[config.mk]
export PLATFORM = sky130hd
export DESIGN_NAME = tube_ctrl
export DESIGN_NICKNAME = d
export VERILOG_FILES = /design/src/rtl/tube_pkg.sv /design/src/rtl/bcd_add3.sv /design/src/rtl/tube_ctrl.sv
export SDC_FILE = /design/constraint.sdc
export NUM_CORES = 1
export LEC_CHECK = 0
export CORE_ASPECT_RATIO = 0.75
export CORE_MARGIN = 4
export CORE_UTILIZATION = 60
export DETAILED_ROUTE_END_ITERATION = 10
export GPL_TIMING_DRIVEN = 1
export HOLD_SLACK_MARGIN = 0.12
export PLACE_DENSITY_LB_ADDON = 0.15
export SLEW_MARGIN = 10
export SYNTH_ARGS = -nofsm -noshare
export SYNTH_HDL_FRONTEND = slang
export SYNTH_SLANG_ARGS = --single-unit
[constraint.sdc]
create_clock -name clk -period 5.7 [get_ports clk]
set_clock_uncertainty 0.15 [all_clocks]
set_input_delay 1.14 -clock clk [delete_from_list [all_inputs] [get_ports clk]]
set_output_delay 1.14 -clock clk [all_outputs]
set_load 0.005 [all_outputs]
[src/rtl/tube_pkg.sv]
// Shared types and constants for the tube_ctrl display driver.
// The display shows four BCD digits, so anything above 9999 is clamped.
package tube_pkg;

  // Width of one BCD digit.
  localparam int BCD_W = 4;

  // Number of digits driven on the tube.
  localparam int NUM_DIGITS = 4;

  // Largest value the four digits can show.
  localparam int MAX_VAL = 9999;

  // Width of the packed four-digit BCD field.
  localparam int BCD_TOTAL_W = BCD_W * NUM_DIGITS;

  // Width of the hold-time down-counter (HOLD_CYC tops out at 65535).
  localparam int HOLD_W = 16;

  // Controller states.
  typedef enum logic [1:0] {
    ST_IDLE = 2'd0,
    ST_CONV = 2'd1,
    ST_HOLD = 2'd2
  } tube_state_e;

  // Plain-vector aliases of the states.
  // The FSM register is a bare logic vector so it lines up with older
  // blocks that probe it directly.
  localparam logic [1:0] IDLE = ST_IDLE;
  localparam logic [1:0] CONV = ST_CONV;
  localparam logic [1:0] HOLD = ST_HOLD;

endpackage

[src/rtl/bcd_add3.sv]
// One digit of the double-dabble correction step.
// Before each left shift, a digit of 5 or more gets 3 added.
// After the shift that digit then carries correctly into the next decade.
module bcd_add3
  import tube_pkg::*;
(
  input  logic [BCD_W-1:0] digit,
  output logic [BCD_W-1:0] adjusted
);

  // Add 3 to any digit that would overflow a decade when doubled.
  always_comb begin
    adjusted = digit;
    if (digit >= BCD_W'(5)) begin
      adjusted = digit + BCD_W'(3);
    end
  end

endmodule

[src/rtl/tube_ctrl.sv]
// Binary-to-BCD front end for the digital_tube display.
//
// Flow:
//   - A value is accepted in IDLE and clamped to 9999.
//   - In CONV it is converted one bit per cycle, MSB first, by shift-and-add-3.
//   - The finished digits are published in a single edge.
//   - HOLD then keeps the new value on screen for HOLD_CYC cycles before
//     another value is accepted.
//
// The digit outputs are registered separately from the working shift register.
// As a result the tube never shows a half-converted number.
module tube_ctrl
  import tube_pkg::*;
#(
  parameter int HOLD_CYC = 16,
  parameter int BIN_W    = 14
) (
  input  logic             clk,
  input  logic             rst,
  input  logic             clr,
  input  logic             in_valid,
  output logic             in_ready,
  input  logic [BIN_W-1:0] in_value,
  output logic             busy,
  output logic             ovf,
  output logic             dt_en,
  output logic [BCD_W-1:0] single_digit,
  output logic [BCD_W-1:0] ten_digit,
  output logic [BCD_W-1:0] hundred_digit,
  output logic [BCD_W-1:0] kilo_digit
);

  // Bit counter wide enough to hold BIN_W-1.
  localparam int CNT_W = (BIN_W > 1) ? $clog2(BIN_W) : 1;

  // Combined register layout: BCD digits on top, binary bits below.
  localparam int SR_W = BCD_TOTAL_W + BIN_W;

  localparam logic [BIN_W-1:0]  CLAMP_VAL = BIN_W'(MAX_VAL);
  localparam logic [CNT_W-1:0]  LAST_BIT  = CNT_W'(BIN_W - 1);
  localparam logic [HOLD_W-1:0] HOLD_LOAD = HOLD_W'(HOLD_CYC - 1);

  logic [1:0]             state;
  logic [SR_W-1:0]        shift_sr;
  logic [SR_W-1:0]        shift_pre;
  logic [SR_W-1:0]        shift_next;
  logic [BCD_TOTAL_W-1:0] bcd_adj;
  logic [BCD_TOTAL_W-1:0] bcd_result;
  logic [CNT_W-1:0]       bit_cnt;
  logic [HOLD_W-1:0]      hold_cnt;
  logic                   pend_ovf;
  logic                   accept;
  logic                   over_max;
  logic                   conv_last;
  logic [BIN_W-1:0]       capture_val;

  // Handshake.
  // A value is only taken in IDLE, and never while reset or clear is active.
  // This lets a clear that coincides with a request win cleanly.
  assign in_ready = (state == IDLE) && !rst && !clr;
  assign accept   = in_valid && in_ready;
  assign busy     = (state != IDLE);

  // Clamp anything the four digits cannot show.
  // The overflow is remembered until the converted digits are published.
  always_comb begin
    over_max    = (32'(in_value) > 32'(MAX_VAL));
    capture_val = in_value;
    if (over_max) begin
      capture_val = CLAMP_VAL;
    end
  end

  // One add-3 corrector per digit works on the BCD part of the shift register.
  for (genvar d = 0; d < NUM_DIGITS; d++) begin : g_digit
    bcd_add3 u_add3 (
      .digit    (shift_sr[BIN_W + d*BCD_W +: BCD_W]),
      .adjusted (bcd_adj[d*BCD_W +: BCD_W])
    );
  end

  // One conversion step.
  // The corrected digits and the remaining binary bits shift left together.
  // The binary MSB moves into the lowest digit.
  always_comb begin
    shift_pre  = {bcd_adj, shift_sr[BIN_W-1:0]};
    shift_next = shift_pre << 1;
    bcd_result = shift_next[SR_W-1:BIN_W];
    conv_last  = (state == CONV) && (bit_cnt == LAST_BIT);
  end

  // Controller FSM.
  // It also owns the working shift register, the bit counter and the hold
  // counter.
  always_ff @(posedge clk) begin
    if (rst || clr) begin
      state    <= IDLE;
      shift_sr <= '0;
      bit_cnt  <= '0;
      hold_cnt <= '0;
      pend_ovf <= 1'b0;
    end else begin
      case (state)
        IDLE: begin
          if (accept) begin
            state    <= CONV;
            shift_sr <= {{BCD_TOTAL_W{1'b0}}, capture_val};
            bit_cnt  <= '0;
            pend_ovf <= over_max;
          end
        end
        CONV: begin
          shift_sr <= shift_next;
          if (conv_last) begin
            state    <= HOLD;
            hold_cnt <= HOLD_LOAD;
          end else begin
            bit_cnt <= bit_cnt + CNT_W'(1);
          end
        end
        HOLD: begin
          if (hold_cnt == '0) begin
            state <= IDLE;
          end else begin
            hold_cnt <= hold_cnt - HOLD_W'(1);
          end
        end
        default: begin
          state <= IDLE;
        end
      endcase
    end
  end

  // Visible outputs.
  // They change only when a conversion completes, or on reset or clear.
  // The display enable latches on at the first completed value.
  always_ff @(posedge clk) begin
    if (rst || clr) begin
      single_digit  <= '0;
      ten_digit     <= '0;
      hundred_digit <= '0;
      kilo_digit    <= '0;
      ovf           <= 1'b0;
      dt_en         <= 1'b0;
    end else if (conv_last) begin
      single_digit  <= bcd_result[0*BCD_W +: BCD_W];
      ten_digit     <= bcd_result[1*BCD_W +: BCD_W];
      hundred_digit <= bcd_result[2*BCD_W +: BCD_W];
      kilo_digit    <= bcd_result[3*BCD_W +: BCD_W];
      ovf           <= pend_ovf;
      dt_en         <= 1'b1;
    end
  end

endmodule

==> flow_metrics.tcl <==
set metrics [dict create \
    outcome "finished clean" \
    ir_worst_vdd_mv 0.226 \
    regArea_mm2 0.00142 \
    synth_compound_area_frac 0.220 \
    synth_nets 412 \
    hpwl_um 5390 \
    reg2reg_setup_slack_ns 3.42 \
    core_area_mm2 0.00535 \
    cp.arrival_ns 2.63 \
    diodes 0 \
    synth_top_area_frac 0.427 \
    pre_cts_slack_ns 1.78 \
    grt_pass1_vias 2929 \
    synthMuxAreaShare 0.0188 \
    dr_wl_met2_um 3730 \
    cellLeakagePower_nw 1.33 \
    clkSinkCount 71 \
    wl_met1_um 3790 \
    portBuffers 37 \
    drt_pass1_iterations 5 \
    cp_max_fo 6 \
    required_ns 4.41 \
    clk_path_buf_depth 2 \
    drc_errors 0 \
    root_buffer "clkbuf_8" \
    cts_tree "built" \
    synth_edf_count 0 \
    fin_crit_ns 3.92 \
    fillCellCount 424 \
    fin_tns_setup_ns 0 \
    synth_top_family_by_area "simple AND/OR/NAND/NOR gates" \
    p_int_mw 0.720 \
    maxSlewHeadroom 0.427 \
    synth_seq_area_share 0.427 \
    cts.clk_slew.worst_paths_ns 0.08 \
    synth-seq-cells 71 \
    initial_core_util 0.621 \
    vias 3063 \
    via_per_inst 6.15 \
    layout_commonest_cell "dfxtp_1" \
    ys.flop_type "dfxtp_1" \
    holdCritPathClass "flip-flop to flip-flop" \
    ctsResizeCount 0 \
    netlist_instances 383 \
    critPathLaunchType "primary input" \
    mostFrequentLayoutCells "dfxtp_1 (71), clkdlybuf4s50_1 (37), a21oi_1 (31)" \
    clk_latency_ns 0.35 \
    synth-adder-area-share 0.0414 \
    worstMarginPinSlew_ns 0.859 \
    syn_area_mm2 0.00333 \
    switchingPower_mw 0.219 \
    synth-xor-area-share 0.0132 \
    track_usage 0.256 \
    synth-async-reset-ratio 0 \
    maxSlewViolCount 0 \
    multi_input_comb_area_mm2 0.00178 \
    h-tree-depth 3 \
    design.die.area_mm2 0.00681 \
    pwr-share-clk 0.412 \
    synth-simple-area-share 0.240 \
    antenna_found_initial 0 \
    grt_pass1_wl_um 13900 \
    p_comb_frac 0.054 \
    wl_per_cell_um 16.3 \
    hold_buffers 0 \
    period_share 0.688 \
    grt.overflow.total 0 \
    fin_ws_ns 1.78 \
    nNetsFinal 447 \
    switching_share 0.234 \
    p_seq_frac 0.534 \
    ys_types 50 \
    synth_area_leader_cell "dfxtp_1" \
    finalSetupViolations 0 \
    crit_type "primary input to primary output" \
    die_h_um 72.5 \
    numCtsBuffers 9 \
    area_delta_synth_final_pct 18.6 \
    drive_gt1_frac 0.0733 \
    ys_warn_count 0 \
    cts_setup_buffers 0 \
    final-hold-violation-count 0 \
    syn_avg_cell_area_um2 8.68 \
    dr_wl_met3_um 465 \
    io_pins 38 \
    critPathCaptureType "primary output" \
    die_x_um 94.0 \
    grt_max_degree 44 \
    rsz0062_at_grt "no" \
    max-cap-violations 0 \
    p_per_area_mw_per_mm2 238 \
    synthTopCellsByArea "dfxtp_1 (43%), a21oi_1 (4.7%), ha_1 (4.1%), o21ai_0 (3.9%), nand2_1 (3.4%)" \
    fmax_ghz 0.255 \
    totalWireLength_um 8110 \
    routabilityCongestion 0.864 \
    ant_nets 0 \
    drt_iter0_drc 202 \
    rows 23 \
    routed.top_layer "met4" \
]
-- worst paths after layout --
check / start / to / cells past startpoint
worst max-delay path: rst / in_ready / 3
worst min-delay path: pend_ovf / pend_ovf / 2
worst max register to register: hold_cnt[0] / hold_cnt[0] / 6
worst min register to register: pend_ovf / pend_ovf / 2
-- stage by stage --
step / hold slack (ns) / util / instances / total power [mW] / area (um2)
2_1_floorplan: 0.273 / - / 383 / 0.538 / 3330
3_3_place_gp: 0.293 / 0.702 / 482 / 0.562 / 3760
3_5_place_dp: 0.292 / 0.702 / 482 / 0.562 / 3760
4_1_cts: 0.306 / 0.737 / 498 / 0.943 / 3950
5_1_grt: 0.316 / 0.737 / 498 / 0.967 / 3950
6_report: 0.309 / 0.737 / 498 / 0.939 / 3950
-- cells by family (layout without fill, tap and decap cells) --
group,after synthesis,count (layout)
adders and majority gates,11,11
AOI/OAI and AO/OA,111,111
xor gates and xnor gates,5,5
muxes,6,6
DFF,71,71
and+or+nand+nor,145,145
buffers and inverters,34,74
-- routing by layer --
metal,vias to the layer above,global-route usage
met5,-,0
met4,0,0.0946
met3,11,0.0497
met2,84,0.415
met1,1463,0.341
li1,1505,-
-- layout make-up --
type | instances | area share
clock buffer | 10 | 0.0324
clock inverter | 6 | 0.0155
inverter | 17 | 0.0162
multi-input combinational | 278 | 0.450
sequential | 71 | 0.360
tap | 75 | 0.0238
timing repair buffer | 41 | 0.101
-- critical path, cell delays in order --
cell and delay, ns:
clkdlybuf4s50_1 0.44, nor4_2 0.45, clkdlybuf4s50_1 0.60
-- power groups by stage --
stage / clock, mW / combinational (mW) / sequential (mW)
2_1_floorplan: 0 / 0.0258 / 0.512
3_5_place_dp: 0 / 0.0494 / 0.513
3_3_place_gp: 0 / 0.0488 / 0.513
5_1_grt: 0.410 / 0.0551 / 0.502
4_1_cts: 0.392 / 0.0500 / 0.501
6_report: 0.387 / 0.0506 / 0.502
-- synth_stat cells, drive strengths merged, types with 2 or more instances --
cell / instances
nor3: 15
o32ai: 3
a31oi: 3
or3: 6
nor3b: 7
a32o: 3
inv: 17
o21ai: 27
nand2b: 7
a2111oi: 2
xnor2: 5
o2bb2ai: 7
nor2b: 2
nand3: 16
ha: 11
mux2i: 4
a21boi: 2
o31ai: 2
o21a: 3
a211oi: 8
mux2: 2
nand4: 2
o211ai: 2
o221ai: 3
a222oi: 3
or4: 15
or2: 2
clkbuf: 16
nor4: 10
nand2: 30
and3b: 2
a22oi: 8
dfxtp: 71
a21oi: 31
nor2: 24
a311oi: 2
and2: 4
-- sequential cells by signal (all words and copies together) (netlist names) --
name,count
pend_ovf,1
bit_cnt,4
hold_cnt,16
shift_sr,30
hundred_digit,4
kilo_digit,4
state,2
ovf,1
single_digit,4
ten_digit,4
dt_en,1
Power figures use the tool's default switching activity.
